[config.mk]
export PLATFORM = sky130hd
export DESIGN_NAME = addr2coor
export DESIGN_NICKNAME = d
export VERILOG_FILES = /design/src/rtl/addr2coor.sv
export SDC_FILE = /design/constraint.sdc
export NUM_CORES = 1
export LEC_CHECK = 0
export CELL_PAD_IN_SITES_DETAIL_PLACEMENT = 0
export CELL_PAD_IN_SITES_GLOBAL_PLACEMENT = 2
export CORE_MARGIN = 1
export CORE_UTILIZATION = 34
export CTS_CLUSTER_DIAMETER = 120
export DETAILED_ROUTE_END_ITERATION = 8
export GPL_TIMING_DRIVEN = 0
export PLACE_DENSITY = 0.81
export SLEW_MARGIN = 20
export SYNTH_ARGS = -nofsm -noshare
export SYNTH_HDL_FRONTEND = slang
export SYNTH_SLANG_ARGS = --single-unit
export TNS_END_PERCENT = 10
[constraint.sdc]
create_clock -name clk -period 4.3 [get_ports clk]
set_clock_uncertainty 0.05 [all_clocks]
set_input_delay 0.86 -clock clk [delete_from_list [all_inputs] [get_ports clk]]
set_output_delay 0.86 -clock clk [all_outputs]
set_load 0.05 [all_outputs]
[src/rtl/addr2coor.sv]
// Linear address -> (x, y) decoder for a COLS x ROWS grid.
// Four-step restoring division by COLS; out-of-range addresses report err.
module addr2coor #(
  parameter int COLS = 79,
  parameter int ROWS = 16
) (
  input  logic        clk,
  input  logic        rst,
  input  logic [10:0] addr,
  input  logic        in_valid,
  output logic        in_ready,
  output logic [6:0]  x,
  output logic [3:0]  y,
  output logic        err,
  output logic        out_valid,
  input  logic        out_ready
);
  localparam logic [11:0] LIMIT  = 12'(COLS * ROWS);
  localparam logic [10:0] COLS_W = 11'(COLS);

  typedef enum logic [1:0] {IDLE, DIV, DONE} state_t;

  state_t      state, state_nx;
  logic [10:0] rem, rem_nx, sub;
  logic [1:0]  k, k_nx;
  logic [6:0]  x_nx;
  logic [3:0]  y_nx;
  logic        err_nx;

  // Row-block constant for the current step: COLS*8, *4, *2, *1.
  assign sub = COLS_W << k;

  always_comb begin
    state_nx = state;
    rem_nx   = rem;
    k_nx     = k;
    x_nx     = x;
    y_nx     = y;
    err_nx   = err;
    unique case (state)
      IDLE: if (in_valid) begin
        if ({1'b0, addr} >= LIMIT) begin
          err_nx   = 1'b1;
          x_nx     = '0;
          y_nx     = '0;
          state_nx = DONE;
        end else begin
          rem_nx   = addr;
          y_nx     = '0;
          k_nx     = 2'd3;
          state_nx = DIV;
        end
      end
      DIV: begin
        if (rem >= sub) begin
          rem_nx  = rem - sub;
          y_nx[k] = 1'b1;
        end else begin
          y_nx[k] = 1'b0;
        end
        // Remainder after the last step is < COLS, so 7 bits hold it exactly.
        if (k == 2'd0) begin
          x_nx     = rem_nx[6:0];
          err_nx   = 1'b0;
          state_nx = DONE;
        end else begin
          k_nx = k - 2'd1;
        end
      end
      DONE: if (out_ready) state_nx = IDLE;
      default: state_nx = IDLE;
    endcase
  end

  always_ff @(posedge clk) begin
    if (rst) begin
      state <= IDLE;
      rem   <= '0;
      k     <= 2'd3;
      x     <= '0;
      y     <= '0;
      err   <= 1'b0;
    end else begin
      state <= state_nx;
      rem   <= rem_nx;
      k     <= k_nx;
      x     <= x_nx;
      y     <= y_nx;
      err   <= err_nx;
    end
  end

  assign in_ready  = (state == IDLE);
  assign out_valid = (state == DONE);
endmodule

==> flow_metrics.py, run 1 <==
metrics = {
    "grt": {
        "first_global_vias": 1651,
        "grt_pass1_wl_mm": 8.32,
        "grtUsageTotal": 0.202,
        "grt_overflow": 0,
        "grt_start_max_net_pins": 18,
        "antenna_found_initial": 0,
    },
    "power": {
        "sw_frac_of_total": 0.352,
        "power_density_nw_per_um2": 303,
        "p_comb_frac": 0.346,
        "p_switching_w": 0.000232,
        "p_leak_nw": 0.849,
        "ir_worst_vdd_v": 0.000148,
        "clock_power_share": 0.234,
        "p_int_w": 0.000428,
        "seqPwrFrac": 0.419,
    },
    "placed_design": {
        "portBuffers": 28,
        "place_inst": 305,
        "dp_hpwl_mm": 4.03,
        "routabilityCongestion": 0.833,
        "place_ws_ns": 1.32,
    },
    "min_path": {
        "min_path_type": "reg2reg",
    },
    "worst_setup_path": {
        "crit_type": "reg2reg",
        "startpoint_type": "flop",
        "crit_fanout": 9,
        "critPathRequiredTime_ns": 4.43,
        "worstPathArrival_ns": 3.16,
        "endpoint_kind": "flop",
    },
    "routing": {
        "drtIter0Drc": 86,
        "ant_nets": 0,
        "drt_pre_antenna_iters": 4,
        "vias": 1640,
        "wl_per_cell_um": 16.6,
        "routed_wirelength_mm": 5.12,
        "drt-vias-per-instance": 5.31,
        "drc_errors": 0,
    },
    "yosys": {
        "ys_seq_area_frac": 0.306,
        "postSynth.asyncResetShare": 0,
        "synth_cell_types": 45,
        "synth_top_area_cell": "dfxtp_1",
        "syn_avg_cell_area_um2": 8.42,
        "syn-num-nets": 239,
        "synth_edf_count": 0,
        "yosysWarningCount": 0,
        "netlist_top_cells_area": "dfxtp_1 31%, ha_1 9.2%, a21oi_1 4.8%",
        "synth_top_area_frac": 0.306,
        "synth_flop_cell": "dfxtp_1",
        "syn-cell-area_um2": 1770,
        "postSynthCellCount": 210,
        "ys_seq_elements": 27,
    },
    "cts": {
        "clk_path_buf_depth": 2,
        "cts_tree": "done",
        "clkTransAtPathRegs_ns": 0.10,
        "cts_num_sinks": 27,
        "cts_setup_buffers": 0,
        "numCtsBuffers": 3,
        "hold_buffers": 0,
        "cts.repair.resized": 0,
        "clock_latency_ns": 0.28,
        "clockRootBuffer": "clkbuf_8",
        "cts_max_level": 1,
    },
    "sta": {
        "setup-violations-final": 0,
        "fin_tns_setup_ns": 0,
        "period_share": 0.705,
        "min_period_ns": 3.03,
        "relSlewSlack": 0.587,
        "worst_slack_ns": 1.27,
        "worst_slew_pin_slew_ns": 0.620,
        "slew_viol_final": 0,
        "fmax_ghz": 0.330,
        "rsz0062_at_grt": "no",
        "hold_viol": 0,
    },
    "cells_and_area": {
        "instances_no_fill": 309,
        "seq_area_um2": 541,
        "layout.nets": 272,
        "fillCellCount": 486,
        "drive_gt1_frac": 0.0744,
        "diodes": 0,
        "syn_to_final_growth_pct": 23.4,
        "multi_input_area_um2": 1130,
    },
    "outcome": {
        "run_status": "complete, no violations",
    },
    "die": {
        "dieArea_um2": 5490,
        "start_util": 0.365,
        "pin_count": 29,
        "die_w_um": 74.1,
        "die_h_um": 74.1,
        "design.core.area_um2": 4850,
        "num_rows": 25,
    },
    "job": {
        "cap_violations": 0,
    },
}
cell families (layout without fill, tap and decap cells):
group	Yosys count	count (layout)	share of synthesized area
flops	27	27	0.306
xor+xnor	8	8	0.0396
mux	5	5	0.0283
fa+ha+maj	14	14	0.103
simple gates	63	63	0.176
buf+inv	22	54	0.0531
compound gates	71	71	0.294
routing by layer:
metal	up-vias	part of all wire	wire (µm)	track usage
met5	-	0	0	0
met1	761	0.46	2350	0.268
met2	44	0.48	2480	0.336
met3	6	0.042	215	0.0407
li1	829	-	-	-
met4	0	0.015	75	0.0470
final cells by class:
class / instances / share of cell area
flip-flops and latches: 27 / 0.248
multi-input cells: 161 / 0.519
well taps: 67 / 0.0384
clock buffers: 3 / 0.0189
plain buffers: 7 / 0.0172
repair buffers: 28 / 0.128
clock inverters: 1 / 0.00401
inverters: 15 / 0.0258
critical path: stages, from the launching register on:
cell and delay, ns:
dfxtp_1 0.44, inv_1 0.16, ha_1 0.35, ha_1 0.29
fa_1 0.42, nor2b_1 0.17, nor2_1 0.07, o311ai_0 0.43
a21oi_1 0.16, xnor2_1 0.15, o221a_2 0.24
cell usage in the layout, fill, tap and decap left out, types with 2 or more instances in the layout:
master / n
clkdlybuf4s50_1: 28
dfxtp_1: 27
nor2_1: 20
a21oi_1: 17
inv_1: 15
ha_1: 13
nand2_1: 10
o21ai_0: 9
nand3_1: 8
nand2b_1: 7
a31oi_1: 6
xnor2_1: 6
o2bb2ai_1: 6
a22oi_1: 5
mux2i_1: 5
nor3_1: 5
o221a_2: 4
buf_2: 3
nor2b_1: 3
clkbuf_1: 3
a21o_1: 3
nand3b_1: 3
o22ai_1: 3
a22o_1: 3
clkbuf_8: 3
and2_1: 2
o21bai_1: 2
o211ai_1: 2
xor2_1: 2
synth_stat cells, drive strengths merged (3+ instances only):
cell,number
and2,3
o21ai,10
a21oi,18
o22ai,3
a22o,3
clkbuf,3
nand3,8
nand2b,7
nor2,20
mux2i,5
a31oi,6
dfxtp,27
nand3b,3
inv,15
o221a,4
nor2b,3
a22oi,5
xnor2,6
a21o,3
ha,13
o2bb2ai,6
nand2,10
nor3,5
buf,4
state kept, by name, indices dropped and copies added (netlist names):
name / cells
rem: 11
x: 7
y: 4
k: 2
state: 2
err: 1
through the flow:
| stage | hold WS [ns] | total power [W] | util | area [µm²] |
|---|---|---|---|---|
| after floorplan | 0.448 | 0.000443 | - | 1770 |
| after global placement | 0.397 | 0.000506 | 0.440 | 2130 |
| after detailed placement | 0.399 | 0.000510 | 0.440 | 2130 |
| after CTS | 0.426 | 0.000669 | 0.450 | 2180 |
| after global routing | 0.454 | 0.000705 | 0.450 | 2180 |
| final | 0.424 | 0.000660 | 0.450 | 2180 |
final timing paths:
kind	from	to	slack (ns)	depth (start not counted)
worst max-delay path	k[1]	rem[8]	1.27	10
worst min-delay path	y[2]	y[2]	0.42	2
worst max register to register	k[1]	rem[8]	1.27	10
worst min register to register	y[2]	y[2]	0.42	2
power by group through the flow:
stage                     combinational, W  sequential, W  clock [W]
final                             0.000229       0.000277   0.000155
after global placement            0.000224       0.000282          0
after detailed placement          0.000227       0.000283          0
after floorplan                   0.000161       0.000282          0
after CTS                         0.000229       0.000277   0.000163
after global routing              0.000252       0.000279   0.000174
Power figures use the tool's default switching activity.
==> run 2, diff against run 1 <==
--- a/config.mk
+++ b/config.mk
@@ -8,11 +8,11 @@
 export CELL_PAD_IN_SITES_DETAIL_PLACEMENT = 0
 export CELL_PAD_IN_SITES_GLOBAL_PLACEMENT = 2
 export CORE_MARGIN = 1
-export CORE_UTILIZATION = 34
+export CORE_UTILIZATION = 28
 export CTS_CLUSTER_DIAMETER = 120
 export DETAILED_ROUTE_END_ITERATION = 8
 export GPL_TIMING_DRIVEN = 0
-export PLACE_DENSITY = 0.81
+export PLACE_DENSITY = 0.71
 export SLEW_MARGIN = 20
 export SYNTH_ARGS = -nofsm -noshare
 export SYNTH_HDL_FRONTEND = slang
==> constraint.sdc (replaced) <==
create_clock -name clk -period 2.5 [get_ports clk]
set_clock_uncertainty 0.05 [all_clocks]
set_input_delay 0.5 -clock clk [delete_from_list [all_inputs] [get_ports clk]]
set_output_delay 0.5 -clock clk [all_outputs]
set_load 0.05 [all_outputs]
==> run 2 against run 1 <==
  * Non-clock buffer count up 4
  * Clock-buffer cell count is the same
  * Clock power increased by 81%
  * Critical path depth unchanged
  * Total power is 85% higher
  * Wire length is 4.4% higher
  * Sequential cell count is the same
  * Setup slack got worse by 1.2 ns
  * Sequential share of layout area is 1.9 points lower
  * Global-route usage fell by 3.4 points
  * Sequential power increased by 74%
==> flow_metrics.py, run 2 (synthesis gave the netlist of run 1 again) <==
metrics = {
    "outcome": {
        "run_status": "complete, no violations",
    },
    "sta": {
        "setup-violations-final": 0,
        "relSlewSlack": 0.599,
        "fmax_ghz": 0.406,
        "worst_slew_pin_slew_ns": 0.600,
        "rsz0062_at_grt": "yes",
        "period_share": 0.984,
        "holdWs_ns": 0.425,
        "hold_viol": 0,
        "slew_viol_final": 0,
        "min_period_ns": 2.46,
    },
    "grt": {
        "grt_overflow": 0,
        "grtUsageTotal": 0.168,
        "antenna_found_initial": 0,
        "first_global_vias": 1573,
        "grt_start_max_net_pins": 18,
        "grt_pass1_wl_mm": 8.24,
    },
    "cells_and_area": {
        "largest_register": "rem",
        "reg_top3": "rem x11, x x7, y x4",
        "layout.nets": 276,
        "drive_gt1_frac": 0.191,
        "syn_to_final_growth_pct": 35.4,
        "diodes": 0,
        "final_cell_mix": "28 x clkdlybuf4s50_1, 25 x dfxtp_1, 20 x nor2_1",
        "largest_reg_flops": 11,
        "utilization": 0.400,
        "fillCellCount": 623,
        "final_common_cell": "clkdlybuf4s50_1",
    },
    "routing": {
        "vias": 1651,
        "wl_per_cell_um": 16.7,
        "routed_wirelength_mm": 5.35,
        "drt-vias-per-instance": 5.14,
        "drtIter0Drc": 90,
        "drt_pre_antenna_iters": 5,
        "ant_nets": 0,
        "drc_errors": 0,
    },
    "worst_setup_path": {
        "endpoint_kind": "flop",
        "crit_fanout": 10,
        "crit_chain": "inv_6 > ha_4 > ha_4 > nand2b_1 > a21boi_1 > o311ai_4 > and2_4 > buf_12 > mux2i_4 > o22ai_1",
        "slowest_stage": "dfxtp_4",
        "cp_top_family": "compound AO/OA/AOI/OAI gates",
        "worstRegToRegCells": 10,
        "r2r-end": "rem[4]",
        "crit_top_cell": "ha_4",
        "slowest_delay_ns": 0.41,
        "cp_num_buf_inv": 2,
        "crit_type": "reg2reg",
        "r2r-start": "k[1]",
        "reg2reg_slack_ns": 0.04,
        "worstPathArrival_ns": 2.57,
        "critPathRequiredTime_ns": 2.61,
        "startpoint_type": "flop",
        "cp-startpoint": "k[1]",
    },
    "power": {
        "p_leak_nw": 0.870,
        "power_density_nw_per_um2": 511,
        "ir_worst_vdd_v": 0.000232,
    },
    "min_path": {
        "hold_path.startpoint": "x[6]",
        "min_path_type": "reg2reg",
        "hold_path_depth": 1,
        "worstHoldEndpoint": "x[6]",
    },
    "die": {
        "die_w_um": 81.5,
        "start_util": 0.295,
        "num_rows": 28,
        "dieArea_um2": 6640,
        "design.core.area_um2": 5990,
        "pin_count": 29,
        "die_h_um": 81.5,
    },
    "cts": {
        "clkTransAtPathRegs_ns": 0.11,
        "clockRootBuffer": "clkbuf_8",
        "clk_path_buf_depth": 2,
        "cts_num_sinks": 27,
        "clock_latency_ns": 0.28,
        "cts_max_level": 1,
        "numCtsBuffers": 3,
        "cts_tree": "done",
    },
    "placed_design": {
        "portBuffers": 28,
        "dp_hpwl_mm": 4.10,
        "routabilityCongestion": 0.756,
    },
    "job": {
        "cap_violations": 0,
    },
}
## run 2: cell count changes in the layout (fill, tap and decap cells not counted), moves of 2 or more
cell / previous run / this run
inv_1: 15 / 11
ha_4: 0 / 7
a21oi_1: 17 / 15
a21oi_2: 1 / 3
dfxtp_1: 27 / 25
ha_2: 0 / 3
inv_2: 0 / 2
dfxtp_4: 0 / 2
buf_4: 0 / 4
ha_1: 13 / 3
mux2i_4: 0 / 2
mux2i_1: 5 / 2
## run 2: final cells by class
type                            instances  area, µm²  share of cell area
Tap cell                               75       93.8              0.0392
Multi-Input combinational cell        161       1280               0.535
Timing Repair Buffer                   32        310               0.130
Buffer                                  7       46.3              0.0193
Sequential cell                        27        548               0.229
Clock buffer                            3       41.3              0.0173
Inverter                               15       63.8              0.0267
Clock inverter                          1       8.76             0.00366
## run 2: how the worst max path moves through the flow
stage / to / slack (ns) / cells after the start
after floorplan: rem[8] / 0.03 / 10
after CTS: rem[4] / -0.01 / 9
after detailed placement: rem[4] / -0.54 / 9
after global placement: rem[4] / -0.55 / 9
final: rem[4] / 0.04 / 10
after global routing: rem[4] / -0.04 / 9
## run 2: worst register-to-register path: cells and delay by family (launching register included)
family	cells	cell delay, ns
AOI/OAI and AO/OA	3	0.56
muxes	1	0.25
and+or+nand+nor	2	0.35
buffers and inverters	2	0.21
DFF	1	0.41
adders and majority gates	2	0.50
## run 2: where the power goes
part	leakage (nW)	switching, W	internal, W
logic	0.624	0.000249	0.000214
clock network	0.0261	0.000162	0.000118
registers	0.220	0.0000279	0.000453
total	0.870	0.000439	0.000784
## run 2: what timing repair did
item	4_1_cts	5_1_grt
setup endpoints to repair	22	18
resized for setup	16	23
hold buffers	0	0
pin swaps	4	7
buffers inserted	2	2
## run 2: layer usage
metal  part of all wire  GRT usage  up-vias  routed length (µm)
met4             0.0036     0.0214        0                  19
li1                   -          -      839                   -
met3              0.046     0.0311        2                 248
met1               0.49      0.230      770                2610
met2               0.46      0.278       40                2470
met5                  0          0        -                   0
## run 2: through the flow
stage | setup slack (ns) | TNS [ns] | total power (W) | cell area [µm²] | cells
6_report | 0.0398 | 0 | 0.00122 | 2390 | 321
5_1_grt | -0.0407 | -0.0959 | 0.00129 | 2390 | 321
4_1_cts | -0.0114 | -0.0317 | 0.00120 | 2270 | 319
3_5_place_dp | -0.541 | -7.09 | 0.000880 | 2140 | 313
3_3_place_gp | -0.554 | -7.15 | 0.000886 | 2140 | 313
2_1_floorplan | 0.0331 | 0 | 0.000762 | 1770 | 210
